`config.mk`:
```
export PLATFORM = sky130hd
export DESIGN_NAME = gcd_scheduler
export DESIGN_NICKNAME = d
export VERILOG_FILES = /design/src/rtl/gcd_scheduler.sv
export SDC_FILE = /design/constraint.sdc
export NUM_CORES = 1
export LEC_CHECK = 0
export ABC_AREA = 0
export CAP_MARGIN = 20
export CORE_ASPECT_RATIO = 0.75
export CORE_MARGIN = 3
export CORE_UTILIZATION = 45
export CTS_CLUSTER_DIAMETER = 60
export DETAILED_ROUTE_END_ITERATION = 8
export GPL_TIMING_DRIVEN = 1
export PLACE_DENSITY = 0.82
export SLEW_MARGIN = 20
export SYNTH_ARGS = -nofsm -noshare
export SYNTH_HDL_FRONTEND = slang
export SYNTH_SLANG_ARGS = --single-unit
```
`constraint.sdc`:
```
create_clock -name clk -period 4.1 [get_ports clk]
set_input_delay 0.41 -clock clk [delete_from_list [all_inputs] [get_ports clk]]
set_output_delay 0.41 -clock clk [all_outputs]
set_load 0.03 [all_outputs]
```
`src/rtl/gcd_scheduler.sv`:
```
// gcd_scheduler: round-robin front end sharing one serial GCD engine among
// N_REQ requesters; optional WAIT watchdog under GCD_SCHED_TIMEOUT_EN.
// Ports: clk, rst (sync, active-high); req_valid/req_a/req_b in, req_ready out;
// rsp_valid/rsp_data/rsp_err/busy out; gcd_start/gcd_in out, gcd_out/gcd_done in.
module gcd_scheduler #(
  parameter int N_REQ          = 4,
  parameter int W              = 16,
  parameter int TIMEOUT_CYCLES = 1024
) (
  input  logic               clk,
  input  logic               rst,
  input  logic [N_REQ-1:0]   req_valid,
  input  logic [N_REQ*W-1:0] req_a,
  input  logic [N_REQ*W-1:0] req_b,
  output logic [N_REQ-1:0]   req_ready,
  output logic [N_REQ-1:0]   rsp_valid,
  output logic [W-1:0]       rsp_data,
  output logic               rsp_err,
  output logic               busy,
  output logic               gcd_start,
  output logic [W-1:0]       gcd_in,
  input  logic [W-1:0]       gcd_out,
  input  logic               gcd_done
);

  localparam int IW = (N_REQ > 1) ? $clog2(N_REQ) : 1;

  typedef enum logic [2:0] {
    S_IDLE,
    S_LOAD_A,
    S_LOAD_B,
    S_WAIT,
    S_RESP
  } state_t;

  state_t            state_q;
  logic [IW-1:0]     last_q;
  logic [IW-1:0]     own_q;
  logic [W-1:0]      b_q;
  logic [N_REQ-1:0]  rspv_q;
  logic [W-1:0]      data_q;
  logic              busy_q;
  logic              start_q;
  logic [W-1:0]      in_q;

  logic [IW-1:0]     grant_d;
  logic [IW-1:0]     idx_d;
  logic              found_d;
  logic              accept_d;
  logic [W-1:0]      a_d;
  logic [W-1:0]      b_d;

  // Scan upward from the slot after the last grant, wrapping.
  always_comb begin
    grant_d = last_q;
    found_d = 1'b0;
    idx_d   = '0;
    for (int k = 1; k <= N_REQ; k++) begin
      idx_d = IW'((int'(last_q) + k) % N_REQ);
      if (!found_d && req_valid[idx_d]) begin
        grant_d = idx_d;
        found_d = 1'b1;
      end
    end
  end

  assign accept_d  = (state_q == S_IDLE) && found_d;
  assign req_ready = accept_d ? (N_REQ'(1) << grant_d) : '0;
  assign a_d       = req_a[int'(grant_d)*W +: W];
  assign b_d       = req_b[int'(grant_d)*W +: W];

`ifdef GCD_SCHED_TIMEOUT_EN
  localparam int CW = $clog2(TIMEOUT_CYCLES + 1);
  logic [CW-1:0] cnt_q;
  logic          err_q;
  assign rsp_err = err_q;
`else
  logic unused_to;
  assign unused_to = ^TIMEOUT_CYCLES;
  assign rsp_err   = 1'b0;
`endif

  always_ff @(posedge clk) begin
    if (rst) begin
      state_q <= S_IDLE;
      last_q  <= IW'(N_REQ - 1);
      own_q   <= '0;
      b_q     <= '0;
      rspv_q  <= '0;
      data_q  <= '0;
      busy_q  <= 1'b0;
      start_q <= 1'b0;
      in_q    <= '0;
`ifdef GCD_SCHED_TIMEOUT_EN
      cnt_q   <= '0;
      err_q   <= 1'b0;
`endif
    end else begin
      unique case (state_q)
        S_IDLE: begin
          if (accept_d) begin
            last_q <= grant_d;
            own_q  <= grant_d;
            b_q    <= b_d;
            busy_q <= 1'b1;
            // A zero operand needs no engine: gcd(x,0)=x.
            if (a_d == '0 || b_d == '0) begin
              state_q <= S_RESP;
              rspv_q  <= N_REQ'(1) << grant_d;
              data_q  <= a_d | b_d;
            end else begin
              state_q <= S_LOAD_A;
              start_q <= 1'b1;
              in_q    <= a_d;
            end
          end
        end
        S_LOAD_A: begin
          state_q <= S_LOAD_B;
          start_q <= 1'b0;
          in_q    <= b_q;
        end
        S_LOAD_B: begin
          state_q <= S_WAIT;
`ifdef GCD_SCHED_TIMEOUT_EN
          cnt_q   <= '0;
`endif
        end
        S_WAIT: begin
          if (gcd_done) begin
            state_q <= S_RESP;
            rspv_q  <= N_REQ'(1) << own_q;
            data_q  <= gcd_out;
            in_q    <= '0;
`ifdef GCD_SCHED_TIMEOUT_EN
          end else if (cnt_q == CW'(TIMEOUT_CYCLES - 1)) begin
            state_q <= S_RESP;
            rspv_q  <= N_REQ'(1) << own_q;
            data_q  <= '0;
            err_q   <= 1'b1;
            in_q    <= '0;
          end else begin
            cnt_q   <= cnt_q + CW'(1);
`endif
          end
        end
        S_RESP: begin
          state_q <= S_IDLE;
          rspv_q  <= '0;
          data_q  <= '0;
          busy_q  <= 1'b0;
`ifdef GCD_SCHED_TIMEOUT_EN
          err_q   <= 1'b0;
`endif
        end
        default: state_q <= S_IDLE;
      endcase
    end
  end

  assign rsp_valid = rspv_q;
  assign rsp_data  = data_q;
  assign busy      = busy_q;
  assign gcd_start = start_q;
  assign gcd_in    = in_q;

endmodule

```
# ---- Word level (Yosys, flattened, before mapping)
# Index checks and enable logic that the tools add are counted.
dict set report totals {
  register_bits 61
  inputBits 151
  out_inout_bits 43
  elab_cells 89
}
dict set report classes {
  addsub 4
  n_lt_le_gt_ge 4
  n_eq_ne 8
  shift 4
  muxes 38
  n_bitwise 1
  n_reduce_logical 21
}
# operator n
set op_table {}
lappend op_table {{$shiftx A64 B7 Y16} 2}
lappend op_table {{$mux W16} 6}
lappend op_table {{$pmux W16 S3} 2}
lappend op_table {{$logic_not A16 Y1} 2}
lappend op_table {{$mux W4} 4}
lappend op_table {{$or A16 B16 Y16} 1}
lappend op_table {{$lt A2 B3 Y1 const B} 4}
lappend op_table {{$pmux W3 S4} 1}
lappend op_table {{$pmux W4 S3} 1}
lappend op_table {{$mux W1} 11}
lappend op_table {{$mux W3} 3}
lappend op_table {{$bmux W1 S2} 4}
lappend op_table {{$mux W2} 4}
lappend op_table {{$reduce_and A4 Y1} 2}
lappend op_table {{$shl A1 B2 Y4 const A} 2}
lappend op_table {{$eq A3 B2 Y1 const B} 2}
lappend op_table {{$ne A2 B2 Y1 const B} 3}
lappend op_table {{$reduce_and A2 Y1} 3}
lappend op_table {{$reduce_bool A3 Y1} 2}
lappend op_table {{$add A2 B1 Y2 const B} 2}
lappend op_table {{$add A2 B2 Y2 const B} 2}
lappend op_table {{$logic_and A1 B1 Y1} 4}
lappend op_table {{$pmux W1 S2} 2}
lappend op_table {{$reduce_bool A2 Y1} 2}
lappend op_table {{other kinds (7)} 9}

# ---- Depth between registers and ports, before layout
# Gate-level depths: netlist of run 1.
dict set report depth {
  word_depth 19
  depth_mapped 14
  mapped_depth_nobuf 9
}

# ---- Least setup slack after synthesis of run 1
# OpenSTA, ideal clock, no wires.
dict set report synth_path {
  path_kind {input to register}
  from {in req_valid[2]}
  to {reg data_q[0] (netlist: rsp_data[0])}
  setup_ps 123
  t_arrival_ps 2933
  required_ps 3977
  slack_ps 1045
  cell_stages 12
  path_buffers 4
  path_cell_list {or3b_1 -> and3_1 -> buf_2 -> buf_6 -> buf_2 -> a21oi_1 -> a22oi_1 -> or4_1 -> or4_1 -> buf_2 -> nand3_1 -> nand3_1}
}
dict set report synth_via {
  elab_chain_len 17
  word_cells_on_any_way 35
  classes_between {eq/ne (2); shift (2); mux (19); bitwise (1); reduce/logical (11)}
}
# item line
set synth_lines {}
lappend synth_lines {{start, declared} 12} ;# input logic [N_REQ-1:0] req_valid,
lappend synth_lines {{$bmux W1 S2} 60} ;# if (!found_d && req_valid[idx_d]) begin
lappend synth_lines {{$mux W1 (implied by the code)} 60}
lappend synth_lines {{$mux W1} 60}
lappend synth_lines {{$logic_not A1 Y1} 60}
lappend synth_lines {{$logic_and A1 B1 Y1} 60}
lappend synth_lines {{$mux W1} 60}
lappend synth_lines {{$logic_not A1 Y1} 60}
lappend synth_lines {{$logic_and A1 B1 Y1} 60}
lappend synth_lines {{$mux W1} 60}
lappend synth_lines {{$logic_not A1 Y1} 60}
lappend synth_lines {{$logic_and A1 B1 Y1} 60}
lappend synth_lines {{$mux W2} 60}
lappend synth_lines {{$shiftx A64 B7 Y16 (on tied branches)} {69, 70}}
lappend synth_lines {{$logic_not A16 Y1 / $or A16 B16 Y16 (equally long branches)} {107, 110}}
lappend synth_lines {{$logic_or A1 B1 Y1 / $mux W16 (equally long branches)} 107} ;# if (a_d == '0 || b_d == '0) begin
lappend synth_lines {{$ne A2 B1 Y1 (no line) / $mux W16 (equally long branches)} n/a}
lappend synth_lines {{$reduce_and A4 Y1 (no line) / $pmux W16 S3 (equally long branches)} n/a}
lappend synth_lines {{end signal, assigned} 110} ;# data_q <= a_d | b_d;
lappend synth_lines {{end signal, assigned} 133} ;# data_q <= gcd_out;
lappend synth_lines {{end, declared} 41} ;# logic [W-1:0] data_q;
# Several ways; a longest one is shown, not always the timed one. The select of a mux whose other input is x is not followed.
# A chain may end at the register's enable or synchronous reset.

# ---- Worst setup path in the final report of run 1
dict set report layout_path {
  from {in req_valid[3]}
  to {reg data_q[2] (netlist: rsp_data[2])}
}
# The elaborated chain is that of the path after synthesis.

==> results of run 1 <==
-- logic make-up after synthesis --
kind of cell,after synthesis
flops,61
other cells,1
simple gates,326
mux,32
buf+inv,76
compound gates,217
-- registers in the layout, summed over array words and instances, names as in the netlist --
signal	flops
b_q	16
state_q	3
rsp_valid	4
busy	1
last_q	2
rsp_data	16
gcd_in	16
gcd_start	1
own_q	2
-- through the flow --
step | util | hold WS [ns] | setup slack [ns] | cell area [µm²] | cells
floorplan | - | 0.432 | 1.04 | 4970 | 713
global placement | 0.662 | 0.438 | 0.346 | 6970 | 993
detailed placement | 0.662 | 0.443 | 0.263 | 6970 | 993
CTS | 0.688 | 0.450 | 0.579 | 7240 | 1009
global route | 0.688 | 0.462 | 0.399 | 7240 | 1009
finish | 0.688 | 0.453 | 0.536 | 7240 | 1009
-- cells in the mapped netlist (all sizes together) --
cell type | instances | area share
inv | 2 | 0.0015
o21ai | 56 | 0.057
nor3b | 67 | 0.10
and3 | 1 | 0.0013
nor2 | 38 | 0.029
nor3 | 11 | 0.011
mux2i | 32 | 0.064
nor2b | 2 | 0.0025
a2111oi | 1 | 0.0018
nand2 | 85 | 0.064
o31a | 1 | 0.0018
a32oi | 2 | 0.0035
and2 | 2 | 0.0025
clkbuf | 53 | 0.040
nor4b | 20 | 0.035
a22oi | 32 | 0.048
nor4 | 4 | 0.011
a21oi | 115 | 0.12
or2 | 2 | 0.0025
o21a | 1 | 0.0015
or4 | 27 | 0.042
o32a | 1 | 0.0020
a211oi | 2 | 0.0040
o21bai | 2 | 0.0030
or3 | 1 | 0.0013
dfxtp | 61 | 0.25
a21o | 2 | 0.0030
or3b | 1 | 0.0018
nand2b | 8 | 0.010
a31oi | 2 | 0.0025
conb | 1 | 0.00075
buf | 21 | 0.031
nand3 | 57 | 0.057
-- power by group through the flow --
stage	logic [mW]	clock network [mW]	registers, mW
6_report	1.29	0.700	0.749
3_3_place_gp	1.23	0	0.754
3_5_place_dp	1.26	0	0.759
4_1_cts	1.27	0.702	0.748
5_1_grt	1.38	0.725	0.760
2_1_floorplan	0.644	0	0.850
-- layer usage --
metal | wire (µm) | global-route usage
met1 | 8170 | 0.409
met2 | 9730 | 0.514
met3 | 1550 | 0.0596
met4 | 386 | 0.0849
met5 | 0 | 0
-- final timing paths --
kind / from / to / slack [ns] / cells after the start
worst max register to register: last_q[1] / rsp_data[2] / 0.74 / 11
worst min-delay path: b_q[0] / b_q[0] / 0.45 / 2
worst min register to register: b_q[0] / b_q[0] / 0.45 / 2
worst max-delay path: req_valid[3] / rsp_data[2] / 0.54 / 11
-- worst max-delay path, delay by kind of cell --
kind                   cells  cell delay [ns]
buffers and inverters      3             0.98
AND/OR/NAND/NOR            6             2.01
AO/OA/AOI/OAI              2             0.36
-- cell type report --
type | count | share of cell area
clock buffers | 15 | 0.0370
clock inverters | 1 | 0.000691
inverters | 2 | 0.00104
multi-input cells | 576 | 0.471
flip-flops and latches | 61 | 0.169
well taps | 136 | 0.0235
repair buffers | 218 | 0.299
==> reports/qor.yml, run 1 <==
worstMarginPinSlew_ns: 1.07
vias: 6355
synth_area_mm2: 0.00497
ys_seq_area_frac: 0.246
n_fill_cell: 859
dp_hpwl_mm: 14.7
drv_cap: 0
p_per_area_mw_per_mm2: 379
start_util: 0.472
grt_first_pass_wirelength_mm: 31.3
grt_start_max_net_pins: 56
setup_violations: 0
core_mm2: 0.0105
clkSlewWorstSetupHoldPaths_ns: 0.05
yosys.area_share.xor_xnor: 0
synth_fa_ha_area_frac: 0
crit_slowest_cell: "or4_1"
drive_above_1_share: 0.0584
clock-sinks: 61
grt_pass1_vias: 6106
vias_per_cell: 6.30
drc: 0
p_sw_mw: 1.06
fin_skew_ns: 0.0108
cts_buffers: 9
synth_top_family_by_area: "simple AND/OR/NAND/NOR gates"
hold_path_class: "reg -> reg"
period_share: 0.869
syn-num-nets: 864
clock_path_buffers: 2
drtAntennaViolNets: 0
grt_use_total: 0.310
worstPathCellList: "clkdlybuf4s50_1 > or3b_1 > and3_2 > buf_12 > a21oi_1 > a22oi_1 > or4_1 > or4_1 > buf_4 > nand3_1 > nand3_1"
finalSetupTns_ns: 0
p_comb_frac: 0.471
fp.dieH_um: 97.0
seq_area_mm2: 0.00122
post_cts_resized: 0
status: "finished, final reports clean"
cts_tree: "yes"
htreeDepth: 3
p_sw_frac: 0.388
firstDrtPassIters: 6
die_area_mm2: 0.0124
grt-ovfl-total: 0
portBuffers: 192
cp.arrival_ns: 3.77
cts_hold_buffers: 0
layout_commonest_cell: "clkdlybuf4s50_1"
most-common-layout-cells: "clkdlybuf4s50_1 (191), a21oi_1 (115), nand2_1 (84), nor3b_1 (67), dfxtp_1 (61)"
required_ns: 4.31
multi_input_area_mm2: 0.00341
start_kind: "input port"
internal_power_mw: 1.68
dr.first_iter.drc_count: 645
muxShareOfSynthArea: 0.0644
synthCells: 713
clkLatencyLatePin_ns: 0.33
slowest_delay_ns: 0.61
die_w_um: 127
fmax_ghz: 0.281
boundaryPins: 194
routedWlPerCell_um: 19.7
n_antenna_cell: 0
finalHoldViolCount: 0
synth.distinct_cells: 41
p_leak_nw: 2.72
synth_seq_cells: 61
cts_root_buf: "clkbuf_16"
postCtsSetupBuffers: 0
rsz0062_at_grt: "no"
pwr-share-seq: 0.273
clockPowerShare: 0.255
slew_headroom: 0.278
ir_worst_vdd_mv: 0.240
routed_wirelength_mm: 19.8
fp-row-count: 32
syn_to_final_growth_pct: 45.6
syn_area_per_cell_um2: 6.97
gp_congestion: 0.900
ys_warn_count: 0
nets: 1019
power_mw: 2.74
end_kind: "flop"
antenna_found_initial: 0
path_class: "in -> reg"
yosys.area_share.simple: 0.372
synth-compound-area-share: 0.244
final-max-slew-violation-count: 0
fin_crit_ns: 3.56
crit_fanout: 52
No activity file was read; power rests on OpenSTA's default activity.
==> run 2: changes to the inputs <==
--- a/config.mk
+++ b/config.mk
@@ -12,7 +12,7 @@
 export CORE_UTILIZATION = 45
 export CTS_CLUSTER_DIAMETER = 60
 export DETAILED_ROUTE_END_ITERATION = 8
-export GPL_TIMING_DRIVEN = 1
+export GPL_TIMING_DRIVEN = 0
 export PLACE_DENSITY = 0.82
 export SLEW_MARGIN = 20
 export SYNTH_ARGS = -nofsm -noshare
==> run 2 against run 1 <==
Against the previous run:
- highest routed layer unchanged
- routed wire length increased by 9.3%
- clock skew decreased by 0.0045 ns
- critical path type is now in -> out
- critical path depth decreased by 4
- non-clock buffer count increased by 49
- die area unchanged
- combinational power about the same
- worst setup slack got worse by 0.34 ns
- first-iteration DRC count increased by 31%
- final cell count increased by 4.9%
- maximum frequency decreased by 8.8%
- utilization increased by 0.90 points
- global-route usage increased by 2.2 points
==> reports/qor.yml, run 2 (synthesis gave the netlist of run 1 again) <==
gp_congestion: 0.967  # +7.5%
most-common-layout-cells: "clkdlybuf4s50_1 (191), a21oi_1 (115), nand2_1 (85), nor3b_1 (67), dfxtp_1 (61)"
seq_area_mm2: 0.00122  # unchanged
rsz0062_at_grt: "no"
vias: 6613  # +4.1%
path_class: "in -> out"
routedWlPerCell_um: 20.5  # +4.2%
n_antenna_cell: 0  # unchanged
grt_pass1_vias: 6171  # +1.1%
fin_skew_ns: 0.00626  # -0.00453 ns
vias_per_cell: 6.25  # -0.76%
setup_violations: 0  # unchanged
portBuffers: 191  # -0.52%
layout_commonest_cell: "clkdlybuf4s50_1"
start_util: 0.472  # unchanged
grt_first_pass_wirelength_mm: 33.0  # +5.7%
r2r.worst_path.cells: 10  # -1
p_sw_frac: 0.410  # +0.0221
r2r-start: "last_q[0]"
clkLatencyLatePin_ns: 0.34  # about the same
p_per_area_mw_per_mm2: 375  # -1.1%
cts_hold_buffers: 0  # unchanged
routed_wirelength_mm: 21.7  # +9.3%
grt_use_total: 0.332  # +0.0224
status: "finished, final reports clean"
start_kind: "input port"
multi_input_area_mm2: 0.00339  # -0.55%
fp.dieH_um: 97.0  # unchanged
drv_cap: 0  # unchanged
hold_ws_ns: 0.452  # -0.000331 ns
clkSlewWorstSetupHoldPaths_ns: 0.05  # about the same
ir_worst_vdd_mv: 0.207  # -14%
syn_to_final_growth_pct: 47.6
pwr-share-seq: 0.270  # -0.003
end_kind: "output pin"
worstMarginPinSlew_ns: 0.847  # -0.226 ns
hold_end: "b_q[4]"
grt-ovfl-total: 0  # unchanged
worstPathCellList: "clkdlybuf4s50_1 > nor4_1 > nor3_1 > nand2b_1 > clkbuf_1 > nor3_1 > clkdlybuf4s50_1"
fmax_ghz: 0.256  # -8.8%
fp-row-count: 32  # unchanged
nets: 1068  # +4.8%
internal_power_mw: 1.62  # -3.4%
drtAntennaViolNets: 0  # unchanged
required_ns: 3.69  # -0.62 ns
crit_slowest_cell: "nor4_1"
clock-sinks: 61  # unchanged
cts_buffers: 9  # unchanged
core_mm2: 0.0105  # unchanged
htreeDepth: 3  # unchanged
cp_top_family: "buffers and inverters"
cp.arrival_ns: 3.50  # -0.27 ns
drc: 0  # unchanged
worst_r2r_endpoint: "rsp_valid[2]"
cts_root_buf: "clkbuf_16"
boundaryPins: 194  # unchanged
grt_start_max_net_pins: 11  # -80%
p_sw_mw: 1.13  # +6.0%
r2r_slack_ns: 0.48  # -0.26 ns
antenna_found_initial: 0  # unchanged
dr.first_iter.drc_count: 848  # +31%
finalHoldViolCount: 0  # unchanged
cts_tree: "yes"
die_area_mm2: 0.0124  # unchanged
crit_fanout: 10  # -81%
period_share: 0.953  # +0.0835
final-max-slew-violation-count: 0  # unchanged
min_path_cells: 2  # unchanged
n_fill_cell: 878  # +2.2%
p_comb_frac: 0.479  # +0.008
p_leak_nw: 2.75  # +1.0%
dp_hpwl_mm: 17.0  # +15%
dp_slack_ns: -0.420  # -0.683 ns
fin_crit_ns: 3.91  # +0.342 ns
min_from: "b_q[4]"
drive_above_1_share: 0.0521  # -0.00636
die_w_um: 127  # unchanged
timing.final.ws_setup_ns: 0.194  # -0.342 ns
slowest_delay_ns: 0.78  # +0.17 ns
worst-path-buf-inv: 3  # unchanged
clockPowerShare: 0.251  # -0.004
hold_path_class: "reg -> reg"
firstDrtPassIters: 5  # -1
slew_headroom: 0.430  # +0.152
clock_path_buffers: 2  # unchanged
==> run 2: layout make-up <==
type	instances	share of cell area
multi-input combinational	576	0.462
timing repair buffer	193	0.263
sequential	61	0.166
buffer	74	0.0493
clock buffer	11	0.0317
tap	136	0.0232
clock inverter	5	0.00375
inverter	2	0.00102
==> run 2: power groups by stage <==
stage	sequential [mW]	combinational, mW	clock (mW)
2_1_floorplan	0.850	0.644	0
3_3_place_gp	0.746	1.26	0
3_5_place_dp	0.751	1.28	0
4_1_cts	0.740	1.28	0.685
5_1_grt	0.750	1.40	0.707
6_report	0.742	1.32	0.690
==> run 2: worst register-to-register path, stage by stage (launching register included) <==
cell      delay [ns]
dfxtp_1         0.41
o21a_1          0.14
o21ai_0         0.08
nand2_1         0.31
clkbuf_1        0.46
a22oi_1         0.31
or4_1           0.60
or4_1           0.62
clkbuf_1        0.31
nand3_1         0.16
nand3_1         0.10
==> run 2: what timing repair did <==
item                                    4_1_cts  5_1_grt
pin swaps                                     0        2
endpoints found under the setup margin       31       38
setup buffers                                 0        2
gates resized for setup                       1       10
cloned                                        0        0
==> run 2: stage by stage <==
step	instances	power, mW	area, µm²	util	setup TNS, ns
final	1058	2.75	7340	0.697	0
after global routing	1058	2.85	7340	0.697	0
after CTS	1056	2.71	7320	0.695	0
after detailed placement	1040	2.03	7050	0.670	-14.10
after global placement	1040	2.00	7050	0.670	-9.73
after floorplan	713	1.49	4970	-	0
==> run 2: worst max path at each step <==
stage	startpoint	slack, ns	cells past startpoint	end
final	req_valid[1]	0.19	7	req_ready[1]
after global routing	req_valid[1]	0.04	13	rsp_data[10]
after CTS	req_valid[1]	0.08	12	gcd_in[13]
after detailed placement	req_valid[1]	-0.42	12	gcd_in[11]
after global placement	req_valid[1]	-0.32	12	rsp_valid[0]
after floorplan	req_valid[2]	1.04	12	rsp_data[0]
==> run 2: routing by layer <==
metal	share of wire	global-route usage	vias to the layer above
met4	0.025	0.0882	0
met3	0.10	0.0844	61
met1	0.42	0.460	3072
met2	0.46	0.512	437
met5	0	0	-
li1	-	-	3043
==> run 3: changes to the inputs <==
--- a/config.mk
+++ b/config.mk
@@ -9,11 +9,13 @@
 export CAP_MARGIN = 20
 export CORE_ASPECT_RATIO = 0.75
 export CORE_MARGIN = 3
-export CORE_UTILIZATION = 45
+export CORE_UTILIZATION = 60
 export CTS_CLUSTER_DIAMETER = 60
 export DETAILED_ROUTE_END_ITERATION = 8
+export DONT_BUFFER_PORTS = 1
 export GPL_TIMING_DRIVEN = 0
-export PLACE_DENSITY = 0.82
+export PLACE_DENSITY = 0.76
+export SETUP_SLACK_MARGIN = 0.4
 export SLEW_MARGIN = 20
 export SYNTH_ARGS = -nofsm -noshare
 export SYNTH_HDL_FRONTEND = slang
==> run 3 against run 2 <==
Against the previous run:
- routed wire length fell by 16%
- total power decreased by 17%
- sequential cell count did not move
- register-to-register slack gained 0.08 ns
- die area fell by 24%
- design area fell by 28%
- clock power is 27% lower
- final cell count fell by 21%
==> reports/qor.yml, run 3 (synthesis gave the netlist of run 1 again) <==
grt_use_total: 0.367  # +0.0349
cts_root_buf: "clkbuf_8"
p_leak_nw: 1.99  # -28%
p_per_area_mw_per_mm2: 431  # +15%
r2r.worst_path.cells: 11  # +1
die_w_um: 111  # -13%
gp_congestion: 0.930  # -3.9%
finalHoldViolCount: 0  # unchanged
cp_top_family: "simple AND/OR/NAND/NOR gates"
drv_cap: 0  # unchanged
syn_to_final_growth_pct: 6.95
crit_fanout: 10  # unchanged
most-common-layout-cells: "a21oi_1 (115), nand2_1 (84), nor3b_1 (67), dfxtp_1 (61), nand3_1 (56)"
clockPowerShare: 0.220  # -0.031
routed_wirelength_mm: 18.3  # -16%
p_comb_frac: 0.402  # -0.077
portBuffers: 0  # -100%
start_util: 0.622  # +0.150
start_kind: "flop"
cp.depth: 11  # +4
internal_power_mw: 1.26  # -22%
vias_per_cell: 7.06  # +13%
grt_first_pass_wirelength_mm: 28.0  # -15%
clock_path_buffers: 2  # unchanged
path_class: "reg -> reg"
pwr-share-seq: 0.378  # +0.108
required_ns: 4.33  # +0.64 ns
slowest_delay_ns: 0.63  # -0.15 ns
layout_commonest_cell: "a21oi_1"
clock-sinks: 61  # unchanged
cts_buffers: 9  # unchanged
worstMarginPinSlew_ns: 0.897  # +0.0505 ns
dr.first_iter.drc_count: 723  # -15%
clkLatencyLatePin_ns: 0.35  # about the same
fp.dieH_um: 84.8  # -13%
fin_skew_ns: 0.00602  # -0.000244 ns
firstDrtPassIters: 6  # +1
htreeDepth: 3  # unchanged
n_fill_cell: 743  # -15%
clkSlewWorstSetupHoldPaths_ns: 0.07  # +0.02 ns
drive_above_1_share: 0.0699  # +0.0178
drc: 0  # unchanged
finalSetupTns_ns: 0  # unchanged
vias: 5896  # -11%
dp_hpwl_mm: 13.9  # -18%
cp.arrival_ns: 3.77  # +0.27 ns
grt_start_max_net_pins: 11  # unchanged
antenna_found_initial: 0  # unchanged
grt-ovfl-total: 0  # unchanged
worstPathCellList: "or3b_1 > and3_1 > buf_2 > buf_6 > a21oi_1 > a22oi_1 > or4_1 > or4_1 > clkbuf_1 > nand3_1 > nand3_1"
fin_crit_ns: 3.54  # -0.364 ns
setup_violations: 0  # unchanged
min_path_cells: 2  # unchanged
hold_path_class: "in -> reg"
drtAntennaViolNets: 0  # unchanged
dp.cells: 818  # -21%
ir_worst_vdd_mv: 0.324  # +56%
slew_headroom: 0.397  # -0.0331
p_sw_frac: 0.449  # +0.0384
final_cells: 835  # -21%
end_kind: "flop"
n_antenna_cell: 0  # unchanged
final-max-slew-violation-count: 0  # unchanged
fmax_ghz: 0.282  # +10%
worst-path-buf-inv: 3  # unchanged
status: "finished, final reports clean"
r2r_slack_ns: 0.56  # +0.08 ns
p_sw_mw: 1.03  # -8.8%
nets: 877  # -18%
crit_slowest_cell: "or4_1"
placed_area_mm2: 0.00510  # -28%
period_share: 0.864  # -0.0888
cts_tree: "yes"
fin_area_mm2: 0.00532  # -28%
die_area_mm2: 0.00943  # -24%
core_mm2: 0.00799  # -24%
routedWlPerCell_um: 21.9  # +7.0%
grt_pass1_vias: 5448  # -12%
rsz0062_at_grt: "yes"
fp-row-count: 28  # -13%
boundaryPins: 194  # unchanged
[run 3: layer usage]
layer  wire length, µm  vias to the layer above  global-route usage
met5                 0                        -                   0
met4               401                        0               0.120
met3              2340                       40               0.137
met2              8100                      395               0.563
met1              7460                     2809               0.483
li1                  -                     2652                   -
[run 3: through the flow]
step / util / power (mW) / setup slack [ns] / hold slack (ns)
after floorplan: - / 1.49 / 1.04 / 0.432
after global placement: 0.639 / 1.72 / 0.316 / 0.440
after detailed placement: 0.639 / 1.75 / 0.284 / 0.444
after CTS: 0.662 / 2.24 / 0.461 / 0.278
after global routing: 0.666 / 2.39 / 0.359 / 0.305
final: 0.666 / 2.29 / 0.558 / 0.286
[run 3: final timing paths]
path              from     endpoint
max          last_q[1]  rsp_data[5]
min           gcd_done   state_q[0]
max reg2reg  last_q[1]  rsp_data[5]
min reg2reg     b_q[6]       b_q[6]
[run 3: power by group through the flow]
stage,registers (mW),clock network [mW],logic [mW]
floorplan,0.850,0,0.644
global placement,0.873,0,0.852
detailed placement,0.877,0,0.871
CTS,0.864,0.503,0.876
global route,0.874,0.529,0.988
finish,0.867,0.504,0.920
[run 3: what timing repair did]
| item | in CTS | in global routing |
|---|---|---|
| setup endpoints to repair | 32 | 39 |
| hold buffers | 0 | 0 |
| buffers inserted | 0 | 2 |
| pin swaps | 0 | 2 |
| resized for setup | 3 | 11 |
[run 3: layout make-up]
| type | count | area, µm² | share of cell area |
|---|---|---|---|
| Sequential cell | 61 | 1220 | 0.230 |
| Buffer | 74 | 363 | 0.0682 |
| Clock inverter | 1 | 5.00 | 0.000941 |
| Tap cell | 105 | 131 | 0.0247 |
| Clock buffer | 14 | 173 | 0.0325 |
| Timing Repair Buffer | 2 | 15.0 | 0.00282 |
| Inverter | 2 | 7.51 | 0.00141 |
| Multi-Input combinational cell | 576 | 3400 | 0.640 |
